## config.mk

```make
export PLATFORM = sky130hd
export DESIGN_NAME = shift_sequencer
export DESIGN_NICKNAME = d
export VERILOG_FILES = /design/src/rtl/shift_sequencer.sv
export SDC_FILE = /design/constraint.sdc
export NUM_CORES = 1
export LEC_CHECK = 0
export ABC_AREA = 0
export CAP_MARGIN = 20
export CORE_ASPECT_RATIO = 0.75
export CORE_MARGIN = 4
export CORE_UTILIZATION = 33
export DETAILED_ROUTE_END_ITERATION = 10
export PLACE_DENSITY_LB_ADDON = 0.15
export SLEW_MARGIN = 40
export SYNTH_ARGS = -nofsm -noshare
export SYNTH_HDL_FRONTEND = slang
export SYNTH_SLANG_ARGS = --single-unit
```

## constraint.sdc

```tcl
create_clock -name clk -period 2.96 [get_ports clk]
set_input_delay 0.296 -clock clk [delete_from_list [all_inputs] [get_ports clk]]
set_output_delay 0.296 -clock clk [all_outputs]
set_load 0.02 [all_outputs]
```

## src/rtl/shift_sequencer.sv

```systemverilog
// Multi-cycle shifter: decomposes the shift amount into LOG2W power-of-two
// stages applied one per cycle through a single stage shifter.
module shift_sequencer #(
  parameter int WIDTH = 32,
  parameter int LOG2W = 5
) (
  input  logic             clk,
  input  logic             rst,
  input  logic             start,
  input  logic [1:0]       op,
  input  logic [WIDTH-1:0] in_a,
  input  logic [WIDTH-1:0] in_b,
  output logic             ready,
  output logic             busy,
  output logic             done,
  output logic             err,
  output logic [WIDTH-1:0] result
);

  localparam int SW = (LOG2W > 1) ? $clog2(LOG2W) : 1;
  localparam logic [WIDTH-1:0] MAX_AMT = WIDTH'(WIDTH - 1);

  localparam logic [1:0] OP_SLL = 2'b00;
  localparam logic [1:0] OP_SRL = 2'b01;
  localparam logic [1:0] OP_SRA = 2'b10;
  localparam logic [1:0] OP_ILL = 2'b11;

  typedef enum logic [1:0] {
    IDLE  = 2'd0,
    SHIFT = 2'd1,
    DONE  = 2'd2
  } state_t;

  state_t           state_q, state_d;
  logic [WIDTH-1:0] acc_q, acc_d;
  logic [LOG2W-1:0] b_q, b_d;
  logic [1:0]       op_q, op_d;
  logic [SW-1:0]    stage_q, stage_d;
  logic [WIDTH-1:0] result_q, result_d;
  logic             done_q, done_d;
  logic             err_q, err_d;

  logic [LOG2W-1:0] step_amt;
  logic [WIDTH-1:0] stage_out;

  // Shared stage shifter: one power-of-two step selected by the current stage.
  always_comb begin
    step_amt = LOG2W'(1) << stage_q;
    case (op_q)
      OP_SLL:  stage_out = acc_q << step_amt;
      OP_SRL:  stage_out = acc_q >> step_amt;
      OP_SRA:  stage_out = WIDTH'($signed(acc_q) >>> step_amt);
      default: stage_out = acc_q;
    endcase
  end

  always_comb begin
    state_d  = state_q;
    acc_d    = acc_q;
    b_d      = b_q;
    op_d     = op_q;
    stage_d  = stage_q;
    result_d = result_q;
    done_d   = 1'b0;
    err_d    = 1'b0;
    case (state_q)
      IDLE, DONE: begin
        state_d = IDLE;
        if (start) begin
          acc_d = in_a;
          b_d   = in_b[LOG2W-1:0];
          op_d  = op;
          if (op == OP_ILL) begin
            result_d = in_a;
            err_d    = 1'b1;
            done_d   = 1'b1;
            state_d  = DONE;
          end else if (in_b > MAX_AMT) begin
            // Amount shifts every bit out: the outcome is just the fill value.
            result_d = (op == OP_SRA) ? {WIDTH{in_a[WIDTH-1]}} : '0;
            done_d   = 1'b1;
            state_d  = DONE;
          end else begin
            stage_d = SW'(LOG2W - 1);
            state_d = SHIFT;
          end
        end
      end
      SHIFT: begin
        if (b_q[stage_q]) begin
          acc_d = stage_out;
        end
        if (stage_q == '0) begin
          result_d = acc_d;
          done_d   = 1'b1;
          state_d  = DONE;
        end else begin
          stage_d = stage_q - SW'(1);
        end
      end
      default: state_d = IDLE;
    endcase
  end

  always_ff @(posedge clk or posedge rst) begin
    if (rst) begin
      state_q  <= IDLE;
      acc_q    <= '0;
      b_q      <= '0;
      op_q     <= '0;
      stage_q  <= '0;
      result_q <= '0;
      done_q   <= 1'b0;
      err_q    <= 1'b0;
    end else begin
      state_q  <= state_d;
      acc_q    <= acc_d;
      b_q      <= b_d;
      op_q     <= op_d;
      stage_q  <= stage_d;
      result_q <= result_d;
      done_q   <= done_d;
      err_q    <= err_d;
    end
  end

  assign busy   = (state_q == SHIFT);
  assign ready  = (state_q == IDLE) || (state_q == DONE);
  assign done   = done_q;
  assign err    = err_q;
  assign result = result_q;

endmodule
```

==> impl_metrics.csv <==
group,metric,value,unit
route,wl_per_cell,31.1,µm
grt,grt-ovfl-total,0,
floorplan,die_area,0.0301,mm²
sta,finClkSkew,0.0129,ns
route,routed_wl,54.4,mm
logic_synthesis,synth_area_leaders,"dfrtp_1 (22%), mux2i_1 (6.8%), mux4_2 (5.7%)",
run_status,status,"completed",
floorplan,die_y,151,µm
sta,slew_headroom,51.9,%
floorplan,num_io_pins,105,
clocking,clock_path_buffers,2,
route,drt_iter0_markers,1380,
clocking,cts_hold_buf,0,
grt,track_usage,35.2,%
final_layout,drive_gt1_share,29.7,%
clocking,clk_pin_slew,0.07,ns
logic_synthesis,syn_avg_cell_area,7.91,µm²
sta,tightestPinTransition,0.722,ns
logic_synthesis,synth_top_area_share,21.6,%
job,max_cap_viol_count,0,
critical_path,cp-end-kind,"register",
critical_path,cpLargestDelayFamily,"compound AO/OA/AOI/OAI gates",
placement,gp_congestion,1.04,
sta,post-route-min-period,2.91,ns
grt,antenna_found_initial,0,
clocking,cts_buffers,9,
grt,grt_pass1_vias,10800,
clocking,clock_sinks,78,
clocking,clock_latency,0.36,ns
placement,numPortBuffers,104,
placement,dpl.hpwl,42.3,mm
logic_synthesis,async_reset_ff_share,100,%
final_layout,final_cell_mix,"buf_4 (239), clkdlybuf4s50_1 (104), nor2_1 (101), a21oi_1 (93), nand2_1 (93)",
sta,fmax,343,MHz
placement,placed_cells,1720,
final_layout,syn_to_final_growth,42.5,%
logic_synthesis,yosysUniqueCellTypes,97,
clocking,cts_tree,"yes",
final_layout,nets,1468,
sta,slew_violations,0,
route,post_drt_via_cell_ratio,6.52,
sta,worst_hold_slack,0.333,ns
min_path,hold_path_class,"primary input to asynchronous set/reset pin",
route,ant_nets,0,
floorplan,dieWidth,199,µm
grt,grt_pass1_wl,77.3,mm
logic_synthesis,syn_inst,1143,
route,vias,11400,
final_layout,finalNonFillerCells,1751,
critical_path,crit_buf_inv,3,
logic_synthesis,synth_top_flop_cell,"dfrtp_1",
critical_path,critPathMaxFanout,12,
logic_synthesis,synth_edf_count,0,
pwr,ir_drop,0.600,mV
floorplan,rows,52,
clocking,cts_max_level,3,
logic_synthesis,syn_nets,1217,
critical_path,worstPathRequired,3.18,ns
floorplan,core,0.0270,mm²
logic_synthesis,yosysSeqAreaShare,21.6,%
clocking,cts_root_buf,"clkbuf_16",
route,drc,0,
route,dr.pass1.iters,5,
floorplan,initial_core_util,33.5,%
pwr,power.leakage,5.19,nW
sta,finalHoldViolCount,0,
critical_path,crit_arrival,3.13,ns
critical_path,startpoint_type,"register",
final_layout,layout_commonest_cell,"buf_4",
critical_path,cp_slowest_cell,"dfrtp_1",
critical_path,setup.worst_path.class,"register to register",
logic_synthesis,syn_area,0.00904,mm²
logic_synthesis,ys_ff_latch,78,
sta,setup_viol,0,
critical_path,path_cells,"inv_2 -> ha_4 -> buf_4 -> clkbuf_16 -> mux2_2 -> o22ai_1 -> nand3b_1 -> a22oi_1 -> a311o_1 -> o211ai_1 -> o21ai_1",
critical_path,max_stage_delay,0.40,ns
pwr,powerDensity,764,mW/mm²
logic_synthesis,synth_area_leader_cell,"dfrtp_1",
sta,tns,0,ns
grt,grt_max_degree,44,
sta,finalCritPeriodShare,98.4,%
logic_synthesis,yosysWarnings,0,
==> repair_timing <==
item,in CTS,in global routing
gates cloned,0,2
buffers inserted,0,12
gates resized for setup,14,66
pin swaps,1,20
setup endpoints to repair,21,43
==> worst paths after layout <==
path | to | startpoint | slack (ns) | depth (start not counted)
min in group clk | b_q[2] | in_b[2] | 0.46 | 3
max reg2reg | acc_q[20] | stage_q[1] | 0.05 | 11
min reg2reg | b_q[1] | b_q[1] | 0.47 | 2
max | acc_q[20] | stage_q[1] | 0.05 | 11
min | acc_q[24] | rst | 0.33 | 2
max in group asynchronous | stage_q[2] | rst | 1.98 | 3
==> sequential cells by signal (all words and copies together), names as in the netlist <==
signal / flops
acc_q: 32
err: 1
stage_q: 3
result: 32
done: 1
op_q: 2
state_q: 2
b_q: 5
==> logic make-up (layout without fill, tap and decap cells) <==
family	after synthesis	count (layout)	share of synthesized area, %
adder cells (fa/ha/maj)	5	5	0.692
buffers and inverters	151	407	8.39
XOR/XNOR	2	2	0.194
other	0	1	0
AO/OA/AOI/OAI	444	444	34.1
AND/OR/NAND/NOR	361	361	20.2
flip-flops	78	78	21.6
multiplexers	102	102	14.8
==> cells in the mapped netlist (10+ instances only) <==
| cell type | instances |
|---|---|
| o22ai_1 | 44 |
| a21oi_1 | 98 |
| clkbuf_1 | 70 |
| nor2b_1 | 15 |
| mux2_2 | 15 |
| nor3_1 | 13 |
| nand2_1 | 93 |
| o21ai_1 | 11 |
| buf_4 | 18 |
| a221oi_1 | 10 |
| a211oi_1 | 19 |
| buf_2 | 33 |
| nor2_1 | 103 |
| o2111ai_1 | 10 |
| a31oi_1 | 14 |
| o22a_1 | 15 |
| mux2i_1 | 61 |
| inv_1 | 13 |
| dfrtp_1 | 78 |
| a21o_1 | 11 |
| nor3b_1 | 12 |
| nor4_1 | 10 |
| a22oi_1 | 18 |
| o211ai_1 | 14 |
| nand2b_1 | 17 |
| o21a_1 | 11 |
| o21ai_0 | 61 |
| nand3_1 | 31 |
| mux4_2 | 23 |
| buf_6 | 11 |
==> layout make-up <==
class | instances | area [µm²]
sequential | 78 | 1960
tap | 351 | 439
clock inverter | 6 | 62.6
clock buffer | 10 | 229
inverter | 15 | 57.6
fill | 2714 | 14100
multi-input combinational | 914 | 6690
timing repair buffer | 376 | 3440
antenna | 1 | 2.50
==> power breakdown <==
part	switching (mW)	total, mW	leakage, nW	internal [mW]
registers	0.227	1.41	0.916	1.18
logic	4.12	7.30	4.14	3.17
clock network	0.480	1.13	0.134	0.651
total	4.83	9.84	5.19	5.01
==> routing by layer <==
| layer | track usage, % | wire length, µm | vias to the layer above |
|---|---|---|---|
| li1 | - | - | 4902 |
| met1 | 49.5 | 23000 | 5632 |
| met2 | 51.7 | 23000 | 765 |
| met3 | 9.47 | 6070 | 126 |
| met4 | 12.7 | 2280 | 0 |
| met5 | 0 | 0 | - |
==> metrics by stage <==
step           util (%)  cell area [µm²]  total power, mW  setup WS, ns
3_3_place_gp       44.6            12000             8.03        -0.139
4_1_cts            45.9            12400             9.15       0.00391
6_report           47.7            12900             9.84        0.0459
3_5_place_dp       44.6            12000             7.93        -0.182
5_1_grt            47.7            12900             10.2       -0.0342
2_1_floorplan         -             9040             4.70         0.414
==> worst register-to-register path: cells and delay by family, from the launching register on <==
| kind | cells | cell delay (ns) |
|---|---|---|
| multiplexers | 1 | 0.37 |
| buffers and inverters | 3 | 0.48 |
| flip-flops | 1 | 0.40 |
| adder cells (fa/ha/maj) | 1 | 0.25 |
| AO/OA/AOI/OAI | 5 | 0.91 |
| AND/OR/NAND/NOR | 1 | 0.36 |
Note: power is estimated with default switching activity, not from simulation.
==> patch, RTL diff (config.mk and constraints unchanged) <==
`WIDTH`: 32 -> 36.
--- a/src/rtl/shift_sequencer.sv
+++ b/src/rtl/shift_sequencer.sv
@@ -2,5 +2,5 @@
 // stages applied one per cycle through a single stage shifter.
 module shift_sequencer #(
-  parameter int WIDTH = 32,
+  parameter int WIDTH = 36,
   parameter int LOG2W = 5
 ) (
Interface: changed (resized in_a, in_b and result); port bits go from 105 to 117. The function was not compared with the original's and may differ.
==> patch against the original RTL <==
- routed wire length increased by 13%
- sequential cell count increased by 8
- final area increased by 13%
- setup slack got worse by 0.10 ns
- synthesized area increased by 8.5%
- global-route usage increased by 1.4 points
- the run now ends with setup timing left
- via count increased by 12%
Power is not compared: it rests on default switching activity, and its combinational part moved more than twofold at a synthesized area within 25%.
==> patch: results (changes against the original RTL) <==
Outcome
  – Outcome: complete, but fails checks
  – Violated checks: setup timing

Worst setup path
  – Worst r2r path cells: 14 (+3)
  – Arrival time worst endpoint: 3.29 ns (+0.16 ns)
  – Crit-path max cell delay: 0.48 ns (+0.08 ns)
  – Delay-heaviest family, CP: buffers and inverters
  – Worst R2R End: acc_q[8]
  – Critical Path Slowest Stage Cell: mux4_2
  – Worst r2r src: stage_q[0]
  – Worst Setup End Kind: register
  – Crit-path max FO: 7 (-5)

Finish
  – Ratio of cells with drive above 1 in the final layout: 34.67% (+5.0 points)
  – # nets final: 1,626 (+11%)
  – Antenna diodes: 0 (-1)
  – Final Non-Filler Cells: 1,941 (+11%)

STA
  – Final Hold Slack: 0.3222 ns (-0.01117 ns)
  – Slew margin rel.: 53.99% (+2.1 points)
  – Clock Skews: 0.01324 ns (+0.0003627 ns)
  – Worst setup margin: -0.05508 ns (-0.1010 ns)
  – Sum Neg Setup Slack: -0.05752 ns (-0.05752 ns)
  – # setup viols final: 2 (+2)

Worst hold path
  – Hold WC Path Type: in2async

Synth
  – Post-synthesis average cell area: 8.143 um^2 (+3.0%)
  – Sequential share of the synthesized area: 21.93% (+0.34 points)
  – Dominant cells by area after synthesis: dfrtp_1, mux4_2, mux2i_1
  – Number of unique standard cell types used by synthesis: 82 (-15%)
  – Post-synth top cells: a21oi_1, nor2_1, nand2_1
  – Async S/R FF share, synth: 100.0% (unchanged)
  – Mapped Nets: 1,287 (+5.8%)

Global route
  – Largest net degree at the start of global routing: 42 (-4.5%)
  – All-layer global routing usage: 36.54% (+1.4 points)
  – Vias in the first global route: 12,320 (+14%)
  – Antenna violations before repair: 2 (+2)
  – Global-route wire length before repair: 88,400 um (+14%)

Detailed routing
  – Vias per cell: 6.575 (+0.77%)
  – First drt pass iteration count: 7 (+2)
  – Post-DR wirelength/cell: 31.77 um (+2.2%)
  – Initial DRC Count: 1,742 (+26%)

CTS
  – Clk Latency, worst-skew pair: 0.38 ns (+0.02 ns)
  – Resized cells post-CTS: 29 (+15)
  – CTS clk-pin slew, worst paths: 0.07 ns (about the same)
  – CTS Buf Count: 9 (unchanged)
  – Htree depth: 3 (unchanged)
  – Buffers from clock root to sink, at most: 2 (unchanged)
  – Root buf cell: clkbuf_16
  – Setup bufs post-CTS: 8 (+8)

Pwr
  – Switching power total: 1.793 mW
  – Peak VDD IR: 0.2834 mV
  – Combinational power share: 39.8%
  – Combinational cell power: 1.85 mW

Place
  – PortBufs: 116 (+12%)
  – DP HPWL: 48,860 um (+16%)
  – Setup WS pre-CTS: -0.5416 ns (-0.3595 ns)
  – RePlAce Congestion: 1.034 (-1.0%)
  – Placed cell area: 13,530 um^2 (+12%)
-- patch: cell types whose count changed in the layout (fill, tap and decap cells not counted), moves of 11 or more --
cell	unedited run	this run
mux4_2	23	42
nand3_1	31	16
o211ai_1	14	35
clkdlybuf4s50_1	104	116
nor3_1	10	21
buf_4	239	340
-- patch: layout make-up --
class / count / area (um^2)
fill: 2892 / 14680
multi-input combinational: 949 / 7347
timing repair buffer: 479 / 4115
sequential: 86 / 2153
tap: 392 / 490.5
clock buffer: 9 / 225.2
clock inverter: 7 / 102.6
inverter: 19 / 73.82
-- patch: kinds of logic after synthesis --
logic type      Yosys count  share of synthesized area, %
flops                    86                         21.93
buf+inv                 170                         8.225
simple gates            354                         18.48
compound gates          470                         32.98
xor+xnor                  1                       0.08928
mux                     119                         17.66
fa+ha+maj                 5                        0.6376
-- patch: layer usage --
metal	track usage (%)	vias up	part of all wire [%]
met3	7.850	184	10
met5	0	-	0.042
met2	54.83	909	42
met4	16.58	4	5.8
li1	-	5393	-
met1	50.74	6272	42
